**src/rtl/spi_shift_reg.sv**
```systemverilog
// SPI data register: parallel load, serial shift in/out, parallel capture.
// Tracks the frame with a bit counter, busy level and done pulse.
module spi_shift_reg #(
  parameter int WIDTH     = 10,
  parameter bit LSB_FIRST = 1'b0,
  parameter int CNT_W     = $clog2(WIDTH + 1)
) (
  input  logic             clk,
  input  logic             rst,
  input  logic             ena,
  input  logic             load,
  input  logic [WIDTH-1:0] data_in,
  input  logic             shift,
  input  logic             sdi,
  output logic             sdo,
  output logic [WIDTH-1:0] data_out,
  output logic             busy,
  output logic             done,
  output logic [CNT_W-1:0] bit_cnt
);

  typedef enum logic {
    IDLE,
    SHIFT
  } state_t;

  state_t           state;
  state_t           state_nxt;
  logic [WIDTH-1:0] sreg;
  logic [WIDTH-1:0] sreg_nxt;
  logic [WIDTH-1:0] shifted;
  logic [WIDTH-1:0] dout_nxt;
  logic [CNT_W-1:0] cnt_nxt;
  logic             done_nxt;

  always_comb begin
    if (LSB_FIRST) shifted = {sdi, sreg[WIDTH-1:1]};
    else           shifted = {sreg[WIDTH-2:0], sdi};
  end

  always_comb begin
    state_nxt = state;
    sreg_nxt  = sreg;
    dout_nxt  = data_out;
    cnt_nxt   = bit_cnt;
    done_nxt  = 1'b0;
    unique case (state)
      IDLE: begin
        // load wins over a coincident shift
        if (ena && load) begin
          sreg_nxt  = data_in;
          cnt_nxt   = CNT_W'(WIDTH);
          state_nxt = SHIFT;
        end
      end
      SHIFT: begin
        if (ena && shift) begin
          sreg_nxt = shifted;
          cnt_nxt  = bit_cnt - CNT_W'(1);
          if (bit_cnt == CNT_W'(1)) begin
            dout_nxt  = shifted;
            done_nxt  = 1'b1;
            state_nxt = IDLE;
          end
        end
      end
      default: state_nxt = IDLE;
    endcase
  end

  always_ff @(posedge clk) begin
    if (rst) begin
      state    <= IDLE;
      sreg     <= '0;
      data_out <= '0;
      bit_cnt  <= '0;
      done     <= 1'b0;
    end else begin
      state    <= state_nxt;
      sreg     <= sreg_nxt;
      data_out <= dout_nxt;
      bit_cnt  <= cnt_nxt;
      done     <= done_nxt;
    end
  end

  assign busy = (state == SHIFT);
  assign sdo  = LSB_FIRST ? sreg[0] : sreg[WIDTH-1];

endmodule
```
**config.mk**
```make
export PLATFORM = sky130hd
export DESIGN_NAME = spi_shift_reg
export DESIGN_NICKNAME = d
export VERILOG_FILES = /design/src/rtl/spi_shift_reg.sv
export SDC_FILE = /design/constraint.sdc
export NUM_CORES = 1
export LEC_CHECK = 0
export CORE_UTILIZATION = 45
export DETAILED_ROUTE_END_ITERATION = 6
export MAX_ROUTING_LAYER = met4
export PLACE_DENSITY = 0.76
export SLEW_MARGIN = 20
export SYNTH_ARGS = -nofsm -noshare
export SYNTH_HDL_FRONTEND = slang
export SYNTH_SLANG_ARGS = --single-unit
```
**constraint.sdc**
```tcl
create_clock -name clk -period 1.7 [get_ports clk]
set_input_delay 0.51 -clock clk [delete_from_list [all_inputs] [get_ports clk]]
set_output_delay 0.51 -clock clk [all_outputs]
set_load 0.1 [all_outputs]
```
# Yosys cells after proc, flatten, opt, wreduce, memory -nomap -nowiden
# Cells that the tools add are included.
[word_totals] ff_bits=26 inputBits=16 out_inout_bits=17 elab_cells=27
[classes] addsub=1 eq_ne=3 muxes=11 bitwise_logic=2 n_reduce_logical=5
[op_table] cell="$mux 10" n=2
[op_table] cell="$pmux 10 s2" n=1
[op_table] cell="$mux 4" n=2
[op_table] cell="$pmux 4 s2" n=1
[op_table] cell="$eq 4x1->1 const B" n=1
[op_table] cell="$mux 1" n=4
[op_table] cell="$sub 4x1->4 const B" n=1
[op_table] cell="$reduce_and 3->1" n=1
[op_table] cell="$reduce_or 3->1" n=1
[op_table] cell="$logic_and 1x1->1" n=2
[op_table] cell="$ne 2x1->1 const B" n=1
[op_table] cell="$ne 2x2->1 const B" n=1
[op_table] cell="$not 1->1" n=2
[op_table] cell="$pmux 1 s2" n=1
[op_table] cell="$reduce_and 2->1" n=1

# Longest topological paths before layout
# Gate-level depths: netlist of the first run.
[logic_depth] ltp_word=4 depth_mapped=5 depth_no_buf=5

# Worst setup path before layout of the first run
# Ideal clock, no wire load.
[synth_timing] path_kind="flip-flop to flip-flop" from="reg state (netlist: busy)" to="reg data_out[6]" setup_time_ns=0.121 t_arrival_ns=2.146 required_time_ns=1.579 path_slack_ns=-0.567 path_stages_with_launch=6 n_path_buf=2 synth_period_minus_slack_ns=2.267 path_cell_list="dfxtp_1 > buf_2 > nand3_2 > or4b_1 > buf_2 > mux2i_1"
[synth_via] elab_chain_cells=1
[synth_rtl] element="start, declared" line="27" text="state_t state;"
[synth_rtl] element="start signal, assigned" line="79" text="state <= state_nxt;"
[synth_rtl] element="$reduce_and 3->1 (no source line)"
[synth_rtl] element="end signal, assigned" line="81" text="data_out <= dout_nxt;"
[synth_rtl] element="end, declared" line="16" text="output logic [WIDTH-1:0] data_out,"
# Every way passes these cells.
# A chain may end at the register's enable or synchronous reset.

# Final worst setup path of the first run
[layout_timing] from="reg state (netlist: busy)" to="out busy"
[layout_rtl] element="end, declared" line="17" text="output logic busy,"
# No word-level cell between the ends.

==> impl_metrics.sql, run 1 <==
INSERT INTO impl_metrics (metric_group, metric, value, unit) VALUES
('logic_synthesis', 'synth_edf_count', '0', ''),
('finish', 'final_nets', '180', ''),
('placed_design', 'gpl.final_weighted_congestion', '0.839', ''),
('timing', 'grt_setup_unrepaired', 'false', ''),
('timing', 'finalSetupViolations', '0', ''),
('worst_setup_path', 'timing.critical_path.to_type', 'primary output', ''),
('worst_setup_path', 'worstPathMaxFanout', '10', ''),
('floorplan', 'initial_core_util', '0.473', ''),
('logic_synthesis', 'postSynth.topFlopCell', 'dfxtp_1', ''),
('detailed_routing', 'detailedRoute.firstPassIterationCount', '4', ''),
('timing', 'hold_viol_final', '0', ''),
('grt', 'grt_max_degree', '32', ''),
('finish', 'final_area', '1800', 'sq um'),
('job', 'cap_viol_max_count', '0', ''),
('logic_synthesis', 'top_cells_by_instance_count_after_synthesis', 'dfxtp_1 (26), nand2_1 (22), mux2i_1 (12), o21ai_0 (11), mux2_2 (10)', ''),
('timing', 'tightestPinTransition', '0.289', 'ns'),
('detailed_routing', 'wl', '2.79', 'mm'),
('worst_setup_path', 'cp_cell_sequence', 'buf_6 > buf_12', ''),
('finish', 'diodes', '0', ''),
('logic_synthesis', 'synth.net_count', '141', ''),
('clocking', 'cts_root_buffer', 'clkbuf_4', ''),
('grt', 'grtUsageTotal', '0.229', ''),
('worst_setup_path', 'critical-path-top-delay-family', 'flip-flops', ''),
('floorplan', 'core_area', '2450', 'sq um'),
('detailed_routing', 'drt-met1-wl', '1.18', 'mm'),
('timing', 'maxSlewHeadroom', '0.807', ''),
('logic_synthesis', 'postSynth.asyncResetShare', '0', ''),
('logic_synthesis', 'synth_area_leaders', 'dfxtp_1 (45%), mux2i_1 (10%), mux2_2 (9.7%), nand2_1 (7.1%), nand4_1 (4.8%)', ''),
('grt', 'grt_overflow_total', '0', ''),
('finish', 'fillers', '178', ''),
('power_and_ir_drop', 'design_power_total', '1.19', 'mW'),
('worst_setup_path', 'crit_slowest_cell', 'dfxtp_4', ''),
('power_and_ir_drop', 'max-vdd-ir-drop', '0.675', 'mV'),
('placed_design', 'dp.final_hpwl', '2.07', 'mm'),
('timing', 'clock-skew-final', '0.00682', 'ns'),
('logic_synthesis', 'synth.avg_cell_area', '9.45', 'sq um'),
('detailed_routing', 'vias', '1033', ''),
('detailed_routing', 'drt_iter0_markers', '26', ''),
('placed_design', 'placement.io_buffers', '32', ''),
('logic_synthesis', 'post-synth-top-count-cell', 'dfxtp_1', ''),
('grt', 'grt_first_pass_wirelength', '4.51', 'mm'),
('detailed_routing', 'top_routing_layer_in_use', 'met4', ''),
('detailed_routing', 'final_antenna_net_count', '0', ''),
('logic_synthesis', 'yosys.area.top_type', 'dfxtp_1', ''),
('placed_design', 'detailed_place.area', '1750', 'sq um'),
('detailed_routing', 'met2_wirelength', '1.45', 'mm'),
('timing', 'drv_slew', '0', ''),
('floorplan', 'die_area', '2790', 'sq um'),
('detailed_routing', 'post_drt_wl_per_cell', '14.6', 'microns'),
('clocking', 'ctsHtreeMaxLevel', '1', ''),
('grt', 'grt_antenna_before_repair', '0', ''),
('worst_setup_path', 'critical_path_required', '1.19', 'ns'),
('grt', 'number_of_global_route_vias_before_repair', '1026', ''),
('detailed_routing', 'wl_met3', '127', 'microns'),
('worst_setup_path', 'timing_worst_setup_path_type', 'reg -> out', ''),
('clocking', 'clkLatencyLatePin', '0.31', 'ns'),
('detailed_routing', 'remaining_drc_errors', '0', ''),
('status', 'run_status', 'finished, final reports clean', ''),
('detailed_routing', 'viasPerCell', '5.41', ''),
('clocking', 'tritoncts_num_sinks', '26', ''),
('clocking', 'clockBufferDepth', '2', ''),
('floorplan', 'io_pins', '33', ''),
('timing', 'timing.fmax', '613', 'MHz'),
('logic_synthesis', 'ys_ff_latch', '26', ''),
('floorplan', 'fp.dieH', '52.8', 'microns'),
('worst_setup_path', 'critPathMaxStageDelay', '0.44', 'ns'),
('min_path', 'min-delay-path-class', 'reg -> reg', ''),
('timing', 'post-route-period-util', '0.960', ''),
('clocking', 'tritoncts', 'built', ''),
('clocking', 'number_of_buffers_created_by_cts', '3', ''),
('logic_synthesis', 'synth_cell_types', '23', '');
[tightest hold or removal path, stage by stage (launching register included)]
cell and delay (ns):
dfxtp_1 0.33, nand2_1 0.07, mux2i_1 0.06
[layout make-up]
| cell class | count | area [sq um] | area share |
|---|---|---|---|
| Tap cell | 30 | 37.5 | 0.0208 |
| Timing Repair Buffer | 43 | 594 | 0.330 |
| Clock inverter | 1 | 3.75 | 0.00208 |
| Multi-Input combinational cell | 84 | 598 | 0.332 |
| Clock buffer | 3 | 22.5 | 0.0125 |
| Inverter | 4 | 15.0 | 0.00834 |
| Sequential cell | 26 | 529 | 0.294 |
[power by group]
group          internal (mW)  leakage [nW]  switching (mW)
sequential             0.630         0.213          0.0260
clock                 0.0857        0.0154           0.170
combinational          0.129         0.467           0.151
total                  0.845         0.696           0.348
[logic make-up (layout without fill, tap and decap cells)]
group | after synthesis | after routing | synth area share
simple gates | 41 | 41 | 0.193
flops | 26 | 26 | 0.448
mux | 22 | 22 | 0.200
compound gates | 19 | 19 | 0.0936
buf+inv | 13 | 51 | 0.0441
fa+ha+maj | 2 | 2 | 0.0215
[worst paths after layout]
check	from	end	slack (ns)	depth (start not counted)
worst min-delay path	sreg[0]$_SDFFE_PP0P_	data_out[1]$_SDFFE_PP0P_	0.49	2
worst min register to register	sreg[0]$_SDFFE_PP0P_	data_out[1]$_SDFFE_PP0P_	0.49	2
worst max register to register	busy$_SDFF_PP0_	data_out[4]$_SDFFE_PP0P_	0.25	5
worst max-delay path	busy$_SDFF_PP0_	busy	0.07	2
[repair_timing]
action,in CTS,in global routing
cloned,0,0
pin swaps,0,0
buffers inserted,0,1
resized for setup,3,3
setup endpoints to repair,11,4
hold buffers,0,0
[metrics by stage]
stage	utilization	TNS, ns	hold slack, ns	cells	setup slack (ns)
after floorplan	-	0	0.448	123	0.0108
after global placement	0.713	-5.85	0.468	186	-0.378
after detailed placement	0.713	-6.95	0.468	186	-0.435
after CTS	0.726	0	0.489	190	0.00194
after global routing	0.733	0	0.524	191	0.0294
final	0.733	0	0.495	191	0.0685
[placed cells by master, fill, tap and decap left out, types with 2 or more instances in the layout]
| cell | synthesis | final |
|---|---|---|
| o21ai_0 | 11 | 11 |
| nand4_1 | 9 | 9 |
| nand2_1 | 22 | 22 |
| ha_1 | 2 | 2 |
| clkdlybuf4s50_1 | 0 | 13 |
| a211oi_1 | 2 | 2 |
| buf_4 | 0 | 8 |
| clkbuf_4 | 0 | 3 |
| mux2_2 | 10 | 10 |
| mux2i_1 | 12 | 11 |
| dfxtp_4 | 0 | 2 |
| or3_1 | 3 | 3 |
| inv_1 | 4 | 4 |
| a21oi_1 | 3 | 3 |
| buf_12 | 0 | 18 |
| a31oi_1 | 2 | 2 |
| buf_6 | 0 | 2 |
| dfxtp_1 | 26 | 23 |
[layer usage]
metal | vias up | track usage
li1 | 514 | -
met1 | 480 | 0.264
met2 | 35 | 0.414
met3 | 4 | 0.0348
met4 | 0 | 0.0526
met5 | - | -
[flip-flops by register name, indices dropped and copies added, names as in the netlist]
signal / flops
busy: 1
sreg: 10
bit_cnt: 4
done: 1
data_out: 10
Note: power is estimated with default switching activity, not from simulation.
==> inputs of run 2 (changes only) <==
Settings changed: ABC_AREA set to 1.
==> impl_metrics.sql, run 2 <==
INSERT INTO impl_metrics (metric_group, metric, value, unit) VALUES
('status', 'run_status', 'finished, final reports clean', ''),
('logic_synthesis', 'synth.net_count', '179', ''),
('timing', 'post-route-min-period', '1.53', 'ns'),
('clocking', 'clkSlewWorstSetupHoldPaths', '0.13', 'ns'),
('timing', 'clock-skew-final', '0.00136', 'ns'),
('detailed_routing', 'wl', '2.58', 'mm'),
('detailed_routing', 'drt_iter0_markers', '14', ''),
('detailed_routing', 'vias', '1144', ''),
('detailed_routing', 'post_drt_wl_per_cell', '11.4', 'microns'),
('grt', 'grt_max_degree', '19', ''),
('job', 'cap_viol_max_count', '0', ''),
('worst_setup_path', 'r2r-end', 'data_out[2]$_SDFFE_PP0P_', ''),
('logic_synthesis', 'yosys.area.top_type', 'dfxtp_1', ''),
('floorplan', 'chipWidth', '52.2', 'microns'),
('finish', 'fillers', '163', ''),
('logic_synthesis', 'post-synth-top-count-cell', 'nand2_1', ''),
('detailed_routing', 'detailedRoute.firstPassIterationCount', '4', ''),
('timing', 'tightestPinTransition', '0.277', 'ns'),
('power_and_ir_drop', 'static-leakage-power', '0.811', 'nW'),
('worst_setup_path', 'critical_path.startpoint_type', 'flip-flop', ''),
('logic_synthesis', 'postSynth.topFlopCell', 'dfxtp_1', ''),
('clocking', 'tritoncts_num_sinks', '26', ''),
('timing', 'maxSlewHeadroom', '0.815', ''),
('clocking', 'ctsHtreeMaxLevel', '1', ''),
('logic_synthesis', 'top_cells_by_instance_count_after_synthesis', 'nand2_1 (56), dfxtp_1 (26), nor2_1 (25), nand3_1 (15), o21ai_1 (9)', ''),
('timing', 'drv_slew', '0', ''),
('worst_setup_path', 'crit_slowest_cell', 'dfxtp_1', ''),
('power_and_ir_drop', 'design_power_total', '1.27', 'mW'),
('finish', 'drive_gt1_frac', '0.217', ''),
('worst_setup_path', 'timing_worst_setup_path_type', 'reg -> out', ''),
('clocking', 'number_of_buffers_created_by_cts', '3', ''),
('worst_setup_path', 'cp_cell_sequence', 'buf_12', ''),
('floorplan', 'core_area', '2300', 'sq um'),
('worst_setup_path', 'timing.critical_path.to_type', 'primary output', ''),
('placed_design', 'gpl.final_weighted_congestion', '0.870', ''),
('logic_synthesis', 'postSynth.asyncResetShare', '0', ''),
('timing', 'hold_viol_final', '0', ''),
('finish', 'final_nets', '217', ''),
('logic_synthesis', 'synth.avg_cell_area', '7.03', 'sq um'),
('timing', 'post-route-period-util', '0.899', ''),
('timing', 'finalSetupViolations', '0', ''),
('clocking', 'hold_buffers', '0', ''),
('clocking', 'post-cts-setup-buffer-count', '0', ''),
('grt', 'grt_overflow_total', '0', ''),
('min_path', 'min-delay-path-class', 'reg -> reg', ''),
('worst_setup_path', 'critical_path_buf_inv_count', '1', ''),
('finish', 'reg_top3', 'data_out: 10 flops, sreg: 10 flops, bit_cnt: 4 flops', ''),
('finish', 'most_common_cell_after_layout_fill_and_taps_aside', 'nand2_1', ''),
('clocking', 'post_cts_resize_count', '0', ''),
('worst_setup_path', 'critical_path_required', '1.19', 'ns'),
('grt', 'number_of_global_route_vias_before_repair', '1078', ''),
('logic_synthesis', 'synth.cell_area', '1130', 'sq um'),
('worst_setup_path', 'crit_arrival', '1.02', 'ns'),
('logic_synthesis', 'proportion_of_synthesized_chip_area_in_sequential_cells', '0.460', ''),
('logic_synthesis', 'synth_cell_types', '18', ''),
('worst_setup_path', 'setup.reg_to_reg.worst_slack', '0.42', 'ns'),
('timing', 'grt_setup_unrepaired', 'false', ''),
('logic_synthesis', 'synth_area_leaders', 'dfxtp_1 (46%), nand2_1 (19%), nor2_1 (8.3%), nand3_1 (6.6%), o21ai_1 (4.0%)', ''),
('clocking', 'cts_root_buffer', 'clkbuf_4', ''),
('floorplan', 'io_pins', '33', ''),
('floorplan', 'floorplan.rows', '17', ''),
('logic_synthesis', 'ys_ff_latch', '26', ''),
('worst_setup_path', 'worstPathMaxFanout', '6', ''),
('worst_setup_path', 'critPathMaxStageDelay', '0.49', 'ns'),
('detailed_routing', 'final_antenna_net_count', '0', ''),
('logic_synthesis', 'synth-warning-count', '0', ''),
('logic_synthesis', 'synth_edf_count', '0', ''),
('finish', 'diodes', '0', ''),
('power_and_ir_drop', 'cellPowerDensity', '728', 'nW/um^2'),
('placed_design', 'dp.final_hpwl', '1.94', 'mm'),
('clocking', 'clockBufferDepth', '2', ''),
('logic_synthesis', 'syn_inst', '161', ''),
('grt', 'grt_antenna_before_repair', '0', ''),
('min_path', 'worstHoldStart', 'sreg[8]$_SDFFE_PP0P_', ''),
('placed_design', 'placement.io_buffers', '32', ''),
('min_path', 'worst_hold_path.endpoint', 'data_out[9]$_SDFFE_PP0P_', ''),
('floorplan', 'fp.dieH', '52.2', 'microns'),
('timing', 'final.hold.worst_slack', '0.477', 'ns'),
('worst_setup_path', 'rr_worst_depth', '6', ''),
('floorplan', 'die_area', '2720', 'sq um'),
('finish', 'syn2layout_area_growth', '54.0', '%'),
('grt', 'grtUsageTotal', '0.229', ''),
('clocking', 'clkLatencyLatePin', '0.32', 'ns'),
('detailed_routing', 'remaining_drc_errors', '0', ''),
('power_and_ir_drop', 'max-vdd-ir-drop', '0.683', 'mV'),
('finish', 'mostFrequentLayoutCells', 'nand2_1 (56), nor2_1 (25), dfxtp_1 (23)', ''),
('timing', 'fin_ws', '0.172', 'ns'),
('logic_synthesis', 'synth_top_area_frac', '0.460', ''),
('grt', 'grt_first_pass_wirelength', '4.46', 'mm'),
('timing', 'timing.fmax', '655', 'MHz'),
('clocking', 'tritoncts', 'built', ''),
('floorplan', 'initial_core_util', '0.493', ''),
('min_path', 'hold_path_depth', '2', ''),
('worst_setup_path', 'critical-path-top-delay-family', 'flip-flops', ''),
('worst_setup_path', 'r2r-start', 'busy$_SDFF_PP0_', ''),
('detailed_routing', 'viasPerCell', '5.06', ''),
('placed_design', 'place_worst_setup_slack', '-0.0829', 'ns');
## run 2: cell types whose count changed after synthesis, sizes merged, moves of 4 or more
cell    before  now
clkbuf       5    1
mux2i       12    0
nand3        1   17
nand2       22   58
nor2         1   27
mux2        10    0
nand4        9    0
## run 2: metal layers
layer | share of wire | track usage | wire, microns
met5 | 0 | - | 0
met4 | 0.017 | 0.0921 | 43
met3 | 0.064 | 0.0556 | 166
met2 | 0.48 | 0.365 | 1240
met1 | 0.44 | 0.278 | 1130
## run 2: how the worst max path moves through the flow
stage	from	slack, ns	cells after the start	endpoint
floorplan	bit_cnt[2]$_SDFFE_PP0P_	0.04	5	data_out[0]$_SDFFE_PP0P_
global placement	ena	-0.04	7	data_out[0]$_SDFFE_PP0P_
detailed placement	ena	-0.08	7	data_out[2]$_SDFFE_PP0P_
CTS	bit_cnt[2]$_SDFFE_PP0P_	0.17	1	bit_cnt[2]
global route	bit_cnt[2]$_SDFFE_PP0P_	0.11	1	bit_cnt[2]
finish	bit_cnt[2]$_SDFFE_PP0P_	0.17	1	bit_cnt[2]
## run 2: report_power, final
part	switching, mW	leakage (nW)	internal, mW
Clock	0.177	0.0210	0.131
Combinational	0.168	0.576	0.125
Sequential	0.0301	0.213	0.639
Total	0.375	0.811	0.895
## run 2: kinds of logic (layout without fill, tap and decap cells)
family,count (synthesis),after routing,share of synthesized area
flip-flops,26,26,0.460
AND/OR/NAND/NOR,102,102,0.383
adder cells (fa/ha/maj),2,2,0.0221
AO/OA/AOI/OAI,16,16,0.0707
buffers and inverters,15,52,0.0641
## run 2: per-stage QoR
stage	setup TNS, ns	area, sq um	cells	utilization
after floorplan	0	1140	161	-
after global routing	0	1740	226	0.759
final	0	1740	226	0.759
after global placement	-0.640	1710	222	0.743
after detailed placement	-1.30	1710	222	0.743
after CTS	0	1740	226	0.759
## run 2: area by class of cell
cell class                      instances  area, sq um  share of cell area
Timing Repair Buffer                   41          583               0.334
Sequential cell                        26          524               0.301
Multi-Input combinational cell        120          539               0.309
Inverter                                7         26.3              0.0151
Tap cell                               28         35.0              0.0201
Clock buffer                            4         36.3              0.0208
